<file path="config.mk">
export PLATFORM = sky130hd
export DESIGN_NAME = serv_mem_arbiter
export DESIGN_NICKNAME = d
export VERILOG_FILES = /design/src/rtl/serv_mem_arbiter.sv
export SDC_FILE = /design/constraint.sdc
export NUM_CORES = 1
export LEC_CHECK = 0
export ABC_AREA = 1
export BUFFER_PORTS_ARGS = -buffer_cell sky130_fd_sc_hd__buf_2
export CORE_AREA = 5 5 117 119
export DETAILED_ROUTE_END_ITERATION = 6
export DIE_AREA = 0 0 122 124
export PLACE_DENSITY = 0.6
export SETUP_SLACK_MARGIN = 0.02
export SKIP_CTS_REPAIR_TIMING = 1
export SLEW_MARGIN = 20
export SYNTH_ARGS = -nofsm -noshare
export SYNTH_HDL_FRONTEND = slang
export SYNTH_SLANG_ARGS = --single-unit
</file>
<file path="constraint.sdc">
create_clock -name clk -period 4 [get_ports clk]
set_clock_uncertainty 0.1 [all_clocks]
set_input_delay 0.2 -clock clk [delete_from_list [all_inputs] [get_ports clk]]
set_output_delay 0.2 -clock clk [all_outputs]
set_load 0.01 [all_outputs]
</file>
<file path="src/rtl/serv_mem_arbiter.sv">
// serv_mem_arbiter: two-master Wishbone arbiter merging the SPI programmer bus
// and the SERV CPU bus onto one shared program/data memory port.
// Round-robin arbitration with the grant locked until the transfer ends.
// Optional bus watchdog enabled by defining SERV_MEM_ARB_TIMEOUT_EN: a granted
// transfer that sees no memory ack for TIMEOUT_CYCLES cycles is terminated
// with a forced ack, read data 32'hDEADBEEF and a sticky o_timeout flag.

module serv_mem_arbiter #(
    parameter int TIMEOUT_CYCLES = 255
) (
    input  logic        clk,
    input  logic        i_nrst,
    input  logic [31:0] i_wb_prog_adr,
    input  logic [31:0] i_wb_prog_dat,
    input  logic [3:0]  i_wb_prog_sel,
    input  logic        i_wb_prog_we,
    input  logic        i_wb_prog_cyc,
    output logic [31:0] o_wb_prog_rdt,
    output logic        o_wb_prog_ack,
    input  logic [31:0] i_wb_cpu_adr,
    input  logic [31:0] i_wb_cpu_dat,
    input  logic [3:0]  i_wb_cpu_sel,
    input  logic        i_wb_cpu_we,
    input  logic        i_wb_cpu_cyc,
    output logic [31:0] o_wb_cpu_rdt,
    output logic        o_wb_cpu_ack,
    output logic [31:0] o_wb_mem_adr,
    output logic [31:0] o_wb_mem_dat,
    output logic [3:0]  o_wb_mem_sel,
    output logic        o_wb_mem_we,
    output logic        o_wb_mem_cyc,
    input  logic [31:0] i_wb_mem_rdt,
    input  logic        i_wb_mem_ack,
    output logic        o_busy,
    output logic        o_timeout
);

    typedef enum logic [1:0] {
        S_IDLE = 2'd0,
        S_PROG = 2'd1,
        S_CPU  = 2'd2
    } state_e;

    localparam logic        LAST_PROG   = 1'b0;
    localparam logic        LAST_CPU    = 1'b1;
    localparam logic [31:0] TIMEOUT_RDT = 32'hDEADBEEF;

    // The watchdog must be able to see at least one wait cycle before firing
    if (TIMEOUT_CYCLES < 2) begin : g_bad_timeout
        $error("serv_mem_arbiter: TIMEOUT_CYCLES must be at least 2");
    end

    state_e state_q, state_d;
    logic   last_q, last_d;
    logic   gnt_cyc;
    logic   wd_fire;

    // Request line of whichever master currently holds the grant
    always_comb begin
        gnt_cyc = 1'b0;
        case (state_q)
            S_PROG:  gnt_cyc = i_wb_prog_cyc;
            S_CPU:   gnt_cyc = i_wb_cpu_cyc;
            default: gnt_cyc = 1'b0;
        endcase
    end

`ifdef SERV_MEM_ARB_TIMEOUT_EN
    localparam int              CNT_W    = $clog2(TIMEOUT_CYCLES + 1);
    localparam logic [CNT_W-1:0] CNT_LAST = CNT_W'(TIMEOUT_CYCLES - 1);

    logic [CNT_W-1:0] wd_cnt_q, wd_cnt_d;
    logic             timeout_q, timeout_d;

    // Count granted cycles without an ack; fire on the last allowed one.
    // A real ack in the firing cycle wins, and an aborted transfer never fires.
    always_comb begin
        wd_fire   = gnt_cyc && !i_wb_mem_ack && (wd_cnt_q == CNT_LAST);
        wd_cnt_d  = wd_cnt_q;
        if (state_q == S_IDLE) begin
            wd_cnt_d = '0;
        end else if (!i_wb_mem_ack) begin
            wd_cnt_d = wd_cnt_q + 1'b1;
        end
        timeout_d = timeout_q | wd_fire;
    end

    // Watchdog counter and sticky timeout flag
    always_ff @(posedge clk or negedge i_nrst) begin
        if (!i_nrst) begin
            wd_cnt_q  <= '0;
            timeout_q <= 1'b0;
        end else begin
            wd_cnt_q  <= wd_cnt_d;
            timeout_q <= timeout_d;
        end
    end

    assign o_timeout = timeout_q;
`else
    assign wd_fire   = 1'b0;
    assign o_timeout = 1'b0;
`endif

    // Grant state and round-robin history register
    always_ff @(posedge clk or negedge i_nrst) begin
        if (!i_nrst) begin
            state_q <= S_IDLE;
            last_q  <= LAST_CPU;
        end else begin
            state_q <= state_d;
            last_q  <= last_d;
        end
    end

    // Next grant: round-robin on ties from IDLE, hold until ack/abort/watchdog
    always_comb begin
        state_d = state_q;
        last_d  = last_q;
        case (state_q)
            S_IDLE: begin
                if (i_wb_prog_cyc && (!i_wb_cpu_cyc || (last_q == LAST_CPU))) begin
                    state_d = S_PROG;
                    last_d  = LAST_PROG;
                end else if (i_wb_cpu_cyc) begin
                    state_d = S_CPU;
                    last_d  = LAST_CPU;
                end
            end
            S_PROG, S_CPU: begin
                if (!gnt_cyc || i_wb_mem_ack || wd_fire) begin
                    state_d = S_IDLE;
                end
            end
            default: state_d = S_IDLE;
        endcase
    end

    // Memory bus mux, ack steering and read-data routing for the granted master
    always_comb begin
        o_wb_mem_adr  = '0;
        o_wb_mem_dat  = '0;
        o_wb_mem_sel  = '0;
        o_wb_mem_we   = 1'b0;
        o_wb_mem_cyc  = 1'b0;
        o_wb_prog_ack = 1'b0;
        o_wb_cpu_ack  = 1'b0;
        o_wb_prog_rdt = i_wb_mem_rdt;
        o_wb_cpu_rdt  = i_wb_mem_rdt;
        o_busy        = (state_q != S_IDLE);
        case (state_q)
            S_PROG: begin
                o_wb_mem_adr  = i_wb_prog_adr;
                o_wb_mem_dat  = i_wb_prog_dat;
                o_wb_mem_sel  = i_wb_prog_sel;
                o_wb_mem_we   = i_wb_prog_we;
                o_wb_mem_cyc  = i_wb_prog_cyc;
                o_wb_prog_ack = i_wb_mem_ack | wd_fire;
                if (wd_fire) begin
                    o_wb_prog_rdt = TIMEOUT_RDT;
                end
            end
            S_CPU: begin
                o_wb_mem_adr  = i_wb_cpu_adr;
                o_wb_mem_dat  = i_wb_cpu_dat;
                o_wb_mem_sel  = i_wb_cpu_sel;
                o_wb_mem_we   = i_wb_cpu_we;
                o_wb_mem_cyc  = i_wb_cpu_cyc;
                o_wb_cpu_ack  = i_wb_mem_ack | wd_fire;
                if (wd_fire) begin
                    o_wb_cpu_rdt = TIMEOUT_RDT;
                end
            end
            default: ;
        endcase
    end

endmodule

</file>
After elaboration in Yosys (flattened, before gate mapping)
Cells that the tools add are included.
{"block": "totals", "register_bits": 3, "output_inout_bits": 138, "mem_bits_rw": 0, "input_bits": 175, "mem_count": 0, "wordCells": 30, "rom_bits": 0, "latchBits": 0}
{"block": "classes", "add_sub_neg": 0, "shifts": 0, "div_mod_pow": 0, "magnitude_cmp": 0, "n_eq_ne": 4, "mux": 13, "bitwise": 0, "multipliers": 0, "n_reduce_logical": 11}
{"operator": "32-bit one-hot mux with 2 select lines", "n": 2}
{"operator": "4-bit one-hot mux with 2 select lines", "n": 1}
{"operator": "2-bit 2-to-1 mux", "n": 3}
{"operator": "1-bit 2-to-1 mux", "n": 4}
{"operator": "1-bit one-hot mux with 2 select lines", "n": 2}
{"operator": "2-bit one-hot mux with 2 select lines", "n": 1}
{"operator": "2-bit AND reduction", "n": 2}
{"operator": "2-bit nonzero test", "n": 2}
{"operator": "3-bit != test, second input constant", "n": 1}
{"operator": "2-bit by 1-bit equality test with 1-bit output, second input constant", "n": 1}
{"operator": "2-bit equality test, second input constant", "n": 1}
{"operator": "1-bit logical NOT", "n": 2}
{"operator": "2-bit logical NOT", "n": 1}
{"operator": "1-bit logical OR", "n": 2}
{"operator": "2-bit != test, second input constant", "n": 1}
{"operator": "2-bit OR reduction", "n": 1}
{"operator": "1-bit logical AND", "n": 1}

Longest topological paths before layout
{"block": "logic_depth", "depth_word": 6, "ltp_mapped": 9, "depth_no_buf": 8}

Worst setup path before layout
OpenSTA, ideal clock, no wires.
{"block": "synth_path", "kind": "reg-to-output", "from": "register state_q[0]", "to": "output o_wb_mem_dat[10]", "n_path_buf": 1, "path_slack_ps": 2510, "arrival_ps": 1190, "t_required_ps": 3700, "stages_incl_launch_ff": 6, "path_cell_list": "dfrtp_1 -> inv_1 -> ha_1 -> inv_2 -> clkbuf_1 -> a21oi_1"}
{"block": "synth_between", "elab_chain_cells": 2, "elab_cells_between_ends": 3, "classes_between": "eq/ne: 2; mux: 1"}
{"element": "start, declared", "line_no": "53", "source": "state_e state_q, state_d;"}
{"element": "start signal, assigned", "line_no": "111", "source": "state_q <= state_d;"}
{"element": "2-bit equality test / 2-bit by 1-bit equality test with 1-bit output (equally long branches)", "line_no": "151", "source": "case (state_q)"}
{"element": "32-bit one-hot mux with 2 select lines *", "line_no": "151"}
{"element": "end, declared", "line_no": "28", "source": "output logic [31:0] o_wb_mem_dat,"}
Mark *: on every way between the ends. The rest lies on a longest branch, timed or not.

Final worst setup path
{"block": "layout_path", "from": "register state_q[1]", "to": "output o_wb_mem_adr[10]"}
{"block": "layout_between", "elab_chain_cells": 2, "elab_cells_between_ends": 3, "classes_between": "eq/ne: 2; mux: 1"}
{"element": "2-bit equality test / 2-bit by 1-bit equality test with 1-bit output (equally long branches)", "line_no": "151"}
{"element": "32-bit one-hot mux with 2 select lines *", "line_no": "151"}
{"element": "end, declared", "line_no": "27", "source": "output logic [31:0] o_wb_mem_adr,"}
Marks and branches as above.

==> impl_metrics.tcl <==
set metrics [dict create \
    outcome "complete, no violations" \
    post_synth_inst_count 332 \
    rr_worst_depth 7 \
    root_buffer "clkbuf_16" \
    start_util_pct 14.4 \
    vias 2406 \
    wl_met3_um 921 \
    place.gp.congestion 0.773 \
    synth_warnings 0 \
    areaGrowthSynthToFinish_pct 40.6 \
    cts.clk_slew.worst_paths_ns 0.03 \
    arrival_ns 2.29 \
    n_fill_cell 1476 \
    synth-edff-count 0 \
    ios 313 \
    antenna_found_initial 0 \
    cp_data_required_time_ns 3.70 \
    met1_length_mm 2.83 \
    ir_drop_mv 0.435 \
    cts_buffers 3 \
    path_delay_family "adder cells" \
    tns_ns 0 \
    cts_sinks 3 \
    die_x_um 122 \
    worstHoldPathType "in2async" \
    timing.final.crit_share_pct 64.7 \
    final_antenna_net_count 0 \
    setup_ws_ns 1.41 \
    cp.buffers_inverters 3 \
    crit_chain "inv_1, ha_2, buf_4, nand2_1, a21oi_1, buf_2" \
    grt_pass1_wl_mm 10.0 \
    ys_ff_latch 3 \
    multi_input_area_um2 1010 \
    finalSetupViolations 0 \
    slew_violations 0 \
    first_pass_iters 4 \
    power_density_nw_per_um2 555 \
    grt_pass1_vias 2131 \
    crit_start "state_q[1]$_DFFE_PN0P_" \
    rsz0062_at_grt "no" \
    cp_max_fo 45 \
    maxCapViolations 0 \
    max_freq_mhz 386 \
    drive_gt1_share_pct 49.1 \
    clock_latency_ns 0.23 \
    top_layer "met4" \
    drt-total-wl_mm 7.27 \
    post_dp_cell_area_um2 2440 \
    pre_cts_ws_ns 1.60 \
    synth.most_common_cell "nand2_1" \
    nets 645 \
    grt_use_total_pct 8.00 \
    r2r_start "state_q[1]$_DFFE_PN0P_" \
    core_um2 12500 \
    yosysTopAreaCellShare_pct 30.7 \
    worstReg2RegEnd "state_q[0]$_DFFE_PN0P_" \
    finalHoldViolCount 0 \
    grt_max_degree 71 \
    row_count 41 \
    worstSetupPathType "reg2out" \
    maxSlewHeadroom_pct 42.3 \
    yosysSeqAreaShare_pct 4.25 \
    yosys.area.top_type "nand2_1" \
    initialDrtViolationCount 119 \
    synth_area_um2 1800 \
    stdcell_area_um2 2530 \
    overflow 0 \
    ys_async_sr_fraction_pct 100 \
    die_h_um 124 \
    drc 0 \
    critPathMaxStageDelay_ns 0.75 \
    avgSynthCellArea_um2 5.41 \
    n_antenna_cell 0 \
    synth_common_cells "nand2_1 (147), a21oi_1 (70), buf_4 (67)" \
    tightest_slew_ns 0.865 \
    portBuffers 215 \
    met2WireLength_mm 3.45 \
    route.detailed.wl_per_inst_um 11.4 \
    p_leak_nw 1.39 \
    synthFlopType "dfrtp_1" \
    reg2reg_slack_ns 2.17 \
    critPathCaptureType "output port" \
    cp_slowest_cell "ha_2" \
    start_kind "register" \
    clk_path_buf_depth 2 \
    die_area_um2 15100 \
    syn-num-nets 510 \
    min_period_ns 2.59 \
    vias_per_cell 3.77 \
    seqCellArea_um2 76.3 \
    synth.distinct_cells 21 \
    dp_hpwl_mm 5.75 \
    synth_area_leaders "nand2_1 (31%), buf_4 (28%), a21oi_1 (19%), clkbuf_8 (5.4%), buf_2 (3.1%)" \
    cts_tree "built" \
    h-tree-depth 1 \
]
-- through the flow --
stage | total power [mW] | hold WS [ns] | cells | util (%)
2_1_floorplan | 0.978 | -0.196 | 332 | -
3_3_place_gp | 1.26 | -0.0992 | 633 | 19.5
3_5_place_dp | 1.26 | -0.101 | 633 | 19.6
4_1_cts | 1.43 | -0.340 | 637 | 20.2
5_1_grt | 1.55 | 0.210 | 638 | 20.3
6_report | 1.40 | 0.205 | 638 | 20.3
-- worst max-delay path by stage --
stage | to | cells after the start
floorplan | o_wb_mem_dat[10] | 5
global placement | o_wb_mem_adr[27] | 6
detailed placement | o_wb_mem_adr[27] | 6
CTS | o_wb_mem_adr[27] | 6
global route | o_wb_mem_adr[27] | 6
finish | o_wb_mem_adr[10] | 6
-- metal layers --
metal	track usage (%)	vias to the layer above
met3	2.72	18
met2	14.2	146
li1	-	1242
met4	2.10	0
met5	0	-
met1	9.23	1000
-- flip-flops by register name (all words and copies together), names as in the netlist --
register	flops
last_q	1
state_q	2
-- report_power, final --
part	total (mW)	internal, mW	switching [mW]
combinational	1.18	0.391	0.788
sequential	0.0594	0.0489	0.0105
clock	0.164	0.132	0.0317
total	1.40	0.572	0.831
-- kinds of logic after synthesis --
kind of cell / share of synthesized area, %
simple gates: 33.4
buf+inv: 39.6
fa+ha+maj: 2.09
compound gates: 20.5
other cells: 0.209
flops: 4.25
-- cell type report --
| class | count | share of cell area (%) |
|---|---|---|
| repair buffers | 218 | 43.6 |
| multi-input cells | 231 | 40.2 |
| well taps | 172 | 8.52 |
| clock buffers | 4 | 3.12 |
| flip-flops and latches | 3 | 3.02 |
| inverters | 10 | 1.58 |
-- layout by cell type, fill, tap and decap left out --
| cell type | Yosys | layout |
|---|---|---|
| a21oi_1 | 70 | 70 |
| a21oi_2 | 1 | 1 |
| buf_2 | 11 | 215 |
| buf_4 | 67 | 2 |
| clkbuf_1 | 2 | 1 |
| clkbuf_16 | 0 | 3 |
| conb_1 | 1 | 1 |
| dfrtp_1 | 2 | 2 |
| dfstp_2 | 1 | 1 |
| dlygate4sd3_1 | 0 | 1 |
| ha_1 | 3 | 1 |
| ha_2 | 0 | 2 |
| inv_1 | 9 | 9 |
| inv_4 | 0 | 1 |
| nand2_1 | 147 | 147 |
| nand2_2 | 2 | 2 |
| nand2_4 | 1 | 1 |
| nand3_1 | 2 | 2 |
| nand3_2 | 1 | 1 |
| nor2_1 | 1 | 1 |
| o21ai_0 | 1 | 1 |
| o21ai_1 | 1 | 1 |
No activity file was read; power rests on OpenSTA's default activity.
